[src/rtl/seq_det_sched.sv]
`default_nettype none
// +----------------------------------------------------------------------------+
// | Module   : seq_det_sched                                                   |
// | Purpose  : Shares one overlapping "1101" Mealy detector among N_CH serial  |
// |            bit channels. Each channel keeps its own 2-bit state, and a     |
// |            round-robin arbiter consumes at most one pending bit per cycle. |
// |            Matches are reported as a registered pulse tagged with the      |
// |            channel index, plus a saturating total-match counter.           |
// | Ports    : clk          - clock, rising edge                               |
// |            rst          - asynchronous reset, active low                   |
// |            req[N]       - channel i has a bit pending on din[i]            |
// |            din[N]       - serial bit of channel i                          |
// |            clr_ch[N]    - synchronous clear of channel i state             |
// |            gnt[N]       - one-hot/zero grant (combinational)               |
// |            match        - one-cycle pulse on a detected "1101"             |
// |            match_ch     - channel index of the last match                  |
// |            match_count  - saturating count of matches since reset          |
// | Revision : 1.0 - initial release                                           |
// +----------------------------------------------------------------------------+
module seq_det_sched #(
  parameter  int N_CH  = 4,
  parameter  int CNT_W = 8,
  localparam int CH_W  = (N_CH > 1) ? $clog2(N_CH) : 1
) (
  input  logic             clk,
  input  logic             rst,
  input  logic [N_CH-1:0]  req,
  input  logic [N_CH-1:0]  din,
  input  logic [N_CH-1:0]  clr_ch,
  output logic [N_CH-1:0]  gnt,
  output logic             match,
  output logic [CH_W-1:0]  match_ch,
  output logic [CNT_W-1:0] match_count
);

  typedef enum logic [1:0] {
    S0 = 2'd0,  // idle
    S1 = 2'd1,  // seen "1"
    S2 = 2'd2,  // seen "11"
    S3 = 2'd3   // seen "110"
  } det_state_t;

  det_state_t       st_q [N_CH];
  det_state_t       st_d [N_CH];
  logic [CH_W-1:0]  last_q, last_d;
  logic             match_q, match_d;
  logic [CH_W-1:0]  match_ch_q, match_ch_d;
  logic [CNT_W-1:0] cnt_q, cnt_d;

  logic [N_CH-1:0]  elig;
  logic [N_CH-1:0]  gnt_w;
  logic [CH_W-1:0]  gnt_idx;
  logic             gnt_any;
  int               arb_t;
  logic [CH_W-1:0]  arb_idx;

  // Shared detector core: next state for one consumed bit.
  function automatic det_state_t det_next(input det_state_t s, input logic b);
    det_state_t n;
    case (s)
      S0:      n = b ? S1 : S0;
      S1:      n = b ? S2 : S0;
      S2:      n = b ? S2 : S3;
      S3:      n = b ? S1 : S0;  // S3 + 1 is the match; keep the trailing "1"
      default: n = S0;
    endcase
    return n;
  endfunction

  // Channels under clear are masked so their pending bit survives the clear.
  // Gating with rst keeps gnt low while reset is held.
  assign elig = req & ~clr_ch & {N_CH{rst}};

  // Round-robin search starting just after the last granted index.
  always_comb begin
    gnt_w   = '0;
    gnt_idx = '0;
    gnt_any = 1'b0;
    arb_t   = 0;
    arb_idx = '0;
    for (int k = 1; k <= N_CH; k++) begin
      arb_t = int'(last_q) + k;
      if (arb_t >= N_CH) begin
        arb_t = arb_t - N_CH;
      end
      arb_idx = CH_W'(arb_t);
      if (!gnt_any && elig[arb_idx]) begin
        gnt_any = 1'b1;
        gnt_idx = arb_idx;
      end
    end
    if (gnt_any) begin
      gnt_w = N_CH'(1) << gnt_idx;
    end
  end

  always_comb begin
    last_d     = last_q;
    match_d    = 1'b0;
    match_ch_d = match_ch_q;
    cnt_d      = cnt_q;
    for (int i = 0; i < N_CH; i++) begin
      st_d[i] = st_q[i];
      if (clr_ch[i]) begin
        st_d[i] = S0;
      end else if (gnt_w[i]) begin
        st_d[i] = det_next(st_q[i], din[i]);
      end
    end
    if (gnt_any) begin
      last_d = gnt_idx;
      if (st_q[gnt_idx] == S3 && din[gnt_idx]) begin
        match_d    = 1'b1;
        match_ch_d = gnt_idx;
        if (cnt_q != {CNT_W{1'b1}}) begin
          cnt_d = cnt_q + CNT_W'(1);
        end
      end
    end
  end

  always_ff @(posedge clk or negedge rst) begin
    if (!rst) begin
      for (int i = 0; i < N_CH; i++) begin
        st_q[i] <= S0;
      end
      last_q     <= CH_W'(N_CH - 1);  // channel 0 wins the first search
      match_q    <= 1'b0;
      match_ch_q <= '0;
      cnt_q      <= '0;
    end else begin
      for (int i = 0; i < N_CH; i++) begin
        st_q[i] <= st_d[i];
      end
      last_q     <= last_d;
      match_q    <= match_d;
      match_ch_q <= match_ch_d;
      cnt_q      <= cnt_d;
    end
  end

  assign gnt         = gnt_w;
  assign match       = match_q;
  assign match_ch    = match_ch_q;
  assign match_count = cnt_q;

endmodule
`default_nettype wire

[config.mk]
export PLATFORM = sky130hd
export DESIGN_NAME = seq_det_sched
export DESIGN_NICKNAME = d
export VERILOG_FILES = /design/src/rtl/seq_det_sched.sv
export SDC_FILE = /design/constraint.sdc
export NUM_CORES = 1
export LEC_CHECK = 0
export BUFFER_PORTS_ARGS = -buffer_cell sky130_fd_sc_hd__buf_4
export CORE_MARGIN = 3
export CORE_UTILIZATION = 25
export CTS_BUF_LIST = sky130_fd_sc_hd__clkbuf_2 sky130_fd_sc_hd__clkbuf_4 sky130_fd_sc_hd__clkbuf_8
export DETAILED_ROUTE_END_ITERATION = 16
export PLACE_DENSITY = 0.5
export SLEW_MARGIN = 20
export SYNTH_ARGS = -nofsm -noshare
export SYNTH_HDL_FRONTEND = slang
export SYNTH_SLANG_ARGS = --single-unit
[constraint.sdc]
create_clock -name clk -period 4.4 [get_ports clk]
set_input_delay 0.66 -clock clk [delete_from_list [all_inputs] [get_ports clk]]
set_output_delay 0.66 -clock clk [all_outputs]
set_load 0.1 [all_outputs]
Word-level counts from Yosys, hierarchy flattened --
Index checks and enable logic that the tools add are counted.
Word-level totals: register bits after elaboration 21, bits of input ports 14, output and inout bits 15, word-level logic and storage cells 119
Operators by class: add/subtract/negate cells 9, $lt $le $gt $ge 10, eq/ne operators 14, shifts and indexed selects 1, multiplexer cells 52, bitwise operators 4, reduce and logical (&&, ||, !) cells 21
Operators with widths (number):
- $mux W2 | 22
- $pmux W2 S3 | 4
- $mux W1 | 19
- $eq A2 B2 Y1 const B | 9
- $lt A2 B3 Y1 const B | 5
- $ge A3 B3 Y1 const B | 4
- $bmux W1 S2 | 5
- $add A8 B1 Y8 const B | 1
- $and A4 B4 Y4 | 2
- $eq A2 B1 Y1 const B | 4
- $logic_not A2 Y1 | 4
- $ne A8 B8 Y1 const B | 1
- $reduce_bool A2 Y1 | 4
- $reduce_or A2 Y1 | 4
- $sub A2 B1 Y2 const B | 4
- $add A2 B2 Y3 const B | 2
- $add A2 B3 Y4 const B | 1
- $bmux W2 S2 | 1
- $ge A4 B3 Y1 const B | 1
- $logic_and A1 B1 Y1 | 4
- $mux W4 | 1
- $not A4 Y4 | 1
- $shl A1 B2 Y4 const A | 1
- $add A2 B1 Y3 const B | 1
- other kinds (4) | 6

Logic depth before layout (Yosys ltp) --
depth after elaboration 23, gate-level depth with buffers 7, gate-level depth less buffers 6

Worst setup path before layout --
No wires, ideal clock.
path type input -> output, start point input port clr_ch[0], end point output port gnt[0], arrival time 3648 ps, required time 3740 ps, slack 92 ps, stages on the path 5, buffers on the path 1, cell sequence and2b_1 > o211ai_1 > and2_0 > buf_2 > nor3_1
Between the ends: cells in the longest elaborated chain, start to end 17, elaborated cells on any way between the ends 27, classes of those cells shift (1); mux (17); bitwise (3); reduce/logical (6)
Ends and longest elaborated chain:
- from (decl) | RTL line 29 | input logic [N_CH-1:0] clr_ch,
- $not A4 Y4 (*) | RTL line 72 | assign elig = req & ~clr_ch & {N_CH{rst}};
- $and A4 B4 Y4 (*) (2 in series) | RTL line 72
- $bmux W1 S2 | RTL line 87 | if (!gnt_any && elig[arb_idx]) begin
- $mux W1 (not written as such) | RTL line 87
- $mux W1 | RTL line 87
- $logic_not A1 Y1 | RTL line 87
- $logic_and A1 B1 Y1 | RTL line 87
- $mux W1 | RTL line 87
- $logic_not A1 Y1 | RTL line 87
- $logic_and A1 B1 Y1 | RTL line 87
- $mux W1 | RTL line 87
- $logic_not A1 Y1 | RTL line 87
- $logic_and A1 B1 Y1 | RTL line 87
- $mux W2 | RTL line 87
- $shl A1 B2 Y4 | RTL line 93 | gnt_w = N_CH'(1) << gnt_idx;
- $mux W4 (*) | RTL line 92 | if (gnt_any) begin
- to (decl) | RTL line 30 | output logic [N_CH-1:0] gnt,
Mark *: on every way between the ends. The rest lies on a longest branch, timed or not. The select of a mux whose other input is x is not followed.

Final worst setup path --
start point input port clr_ch[1], end point output port gnt[0]
Same word-level chain as after synthesis.

==> flow_metrics.py <==
metrics = {
    "status": {
        "status": "completed",
    },
    "logic_synthesis": {
        "async_flop_share_pct": 100,
        "syn_avg_cell_area_um2": 10.2,
        "synth_top_flop_cell": "dfrtp_1",
        "yosys.area.top_type": "dfrtp_1",
        "netlist_top_cells_area": "dfrtp_1, ha_1, a211oi_1, dfstp_2, nor2b_1",
        "yosys_warnings": 0,
        "ys_ff_latch": 21,
        "synth_cells": 137,
        "syn-cell-area_um2": 1400,
        "synth_edf_count": 0,
        "synth_most_common_cell": "dfrtp_1",
        "synth_cell_types": 39,
        "synth_common_cells": "dfrtp_1, a211oi_1, inv_1",
        "yosys.area.top_type_share_pct": 33.9,
        "synth_nets": 160,
        "yosysSeqAreaShare_pct": 37.6,
    },
    "setup_path": {
        "critPathKind": "input port to output port",
        "start_kind": "input port",
        "critical_path.endpoint_type": "output port",
        "required_ps": 3740,
        "arrival_ps": 2510,
        "worstPathMaxFanout": 7,
    },
    "power_and_ir_drop": {
        "powerDensity_nw_per_um2": 439,
        "p_leak_nw": 0.793,
        "peakVddDrop_uv": 163,
    },
    "clocking": {
        "cts.sinks": 21,
        "cts_inserted_buffers": 3,
        "postCtsSetupBuffers": 0,
        "cts_resized": 0,
        "root_buffer": "clkbuf_8",
        "path_clk_slew_ps": 70,
        "cts_buffer_depth": 2,
        "hold_buffers": 0,
        "clock_latency_ps": 260,
        "tritoncts": "done",
        "htree_levels": 1,
    },
    "layout": {
        "stdcell_area_um2": 1740,
        "nets": 192,
        "drive_gt1_share_pct": 28.6,
        "regArea_um2": 528,
        "final_util_pct": 33.1,
        "num-fill-cells": 569,
        "n_antenna_cell": 0,
        "multi_input_area_um2": 821,
        "syn_to_final_growth_pct": 24.4,
    },
    "drt": {
        "viasPerCell": 4.79,
        "drt_iter0_markers": 26,
        "wirelength_um": 3230,
        "firstDrtPassIters": 4,
        "avgRoutedWirePerCell_um": 13.6,
        "drc": 0,
        "ant_nets": 0,
        "vias": 1141,
    },
    "floorplanning": {
        "start_util_pct": 26.6,
        "fp.dieH_um": 80.9,
        "core_um2": 5270,
        "die_w_um": 80.9,
        "rows": 26,
        "dieArea_um2": 6540,
        "boundaryPins": 29,
    },
    "sta": {
        "setup_viol": 0,
        "slew_headroom_pct": 41.6,
        "hold_slack_ps": 281,
        "skew_ps": 2.76,
        "period_share_pct": 72.0,
        "finalHoldViolations": 0,
        "max_freq_ghz": 0.316,
        "drv_slew": 0,
        "worst_pin_slew_ps": 867,
        "setup_ws_ps": 1230,
        "period_needed_ps": 3170,
        "rsz0062_at_grt": "false",
        "setup_tns_ps": 0,
    },
    "min_path": {
        "hp-class": "input port to asynchronous set/reset pin",
    },
    "placement": {
        "gp_congestion": 0.802,
        "hpwl_um": 2610,
        "pre_cts_ws_ps": 1240,
        "portBuffers": 28,
        "dpl_cell_area_um2": 1700,
    },
    "grt": {
        "grt_pass1_vias": 1208,
        "overflow": 0,
        "antenna_found_initial": 0,
        "grt_pass1_wl_um": 5500,
        "grt_usage_pct": 10.8,
        "grt_max_degree": 25,
    },
    "flow_run": {
        "drv_cap": 0,
    },
}
## metal layers
layer  routed length [µm]  up-vias  GRT usage, %
li1                     -      557             -
met1                 1370      561          12.1
met2                 1700       18          20.0
met3                  124        5          2.44
met4                   46        0          4.05
met5                    0        -             0
## power breakdown
| part | internal (mW) | total, mW | leakage [nW] | switching [mW] |
|---|---|---|---|---|
| clock | 0.0707 | 0.132 | 0.0262 | 0.0610 |
| combinational | 0.0998 | 0.365 | 0.491 | 0.265 |
| sequential | 0.229 | 0.270 | 0.277 | 0.0410 |
## cell type report
class	instances	area share (%)
Inverter	13	2.80
Multi-Input combinational cell	102	47.1
Clock buffer	4	2.80
Timing Repair Buffer	28	12.1
Tap cell	70	5.02
Sequential cell	21	30.3
## placed cells by master (no fill, tap or decap), types with 2 or more instances in the layout
cell and n:
a211oi_1 13, a21oi_1 3, and2b_1 2, and3_1 5, buf_4 28, clkbuf_8 3, dfrtp_1 19, dfstp_2 2
ha_1 9, inv_1 13, mux2_1 3, mux2_4 2, mux2i_1 4, nand2_1 6, nand2b_1 4, nand3_1 5
nor2_1 5, nor2b_1 8, nor3_1 4, nor3_2 2, nor4b_2 2, o21ai_0 4, xor2_1 4
## critical path, cell delays in order
cell	delay, ps
buf_4	130
nor2b_1	300
o211ai_1	190
and2_0	310
nor3_1	520
buf_4	390
## worst paths after layout
check,start,slack (ps),cells past startpoint,end
max,clr_ch[1],1230,6,gnt[0]
min,rst,280,1,st_q[2]$_DFFE_PN0P_
min in group clk,match_count[5]$_DFFE_PN0P_,500,1,match_count[5]$_DFFE_PN0P_
min reg2reg,match_count[5]$_DFFE_PN0P_,500,1,match_count[5]$_DFFE_PN0P_
max in group asynchronous,rst,3830,1,last_q[0]$_DFFE_PN1P_
max reg2reg,last_q[1]$_DFFE_PN1P_,2070,6,match_count[1]$_DFFE_PN0P_
## flip-flops by register name (all words and copies together) (netlist names)
signal       flops
last_q           2
match_count      8
match_ch         2
match            1
st_q             8
## kinds of logic after synthesis
| logic type | count (synthesis) | synth area share, % |
|---|---|---|
| AND/OR/NAND/NOR | 50 | 22.9 |
| AO/OA/AOI/OAI | 29 | 16.9 |
| flip-flops | 21 | 37.6 |
| buffers and inverters | 14 | 3.84 |
| adder cells (fa/ha/maj) | 10 | 8.83 |
| multiplexers | 9 | 7.40 |
| XOR/XNOR | 4 | 2.50 |
## metrics by stage
step / total power [mW] / cells
after floorplan: 0.550 / 137
after global placement: 0.631 / 234
after detailed placement: 0.642 / 234
after CTS: 0.776 / 238
after global routing: 0.809 / 238
final: 0.766 / 238
Note: power is estimated with default switching activity, not from simulation.
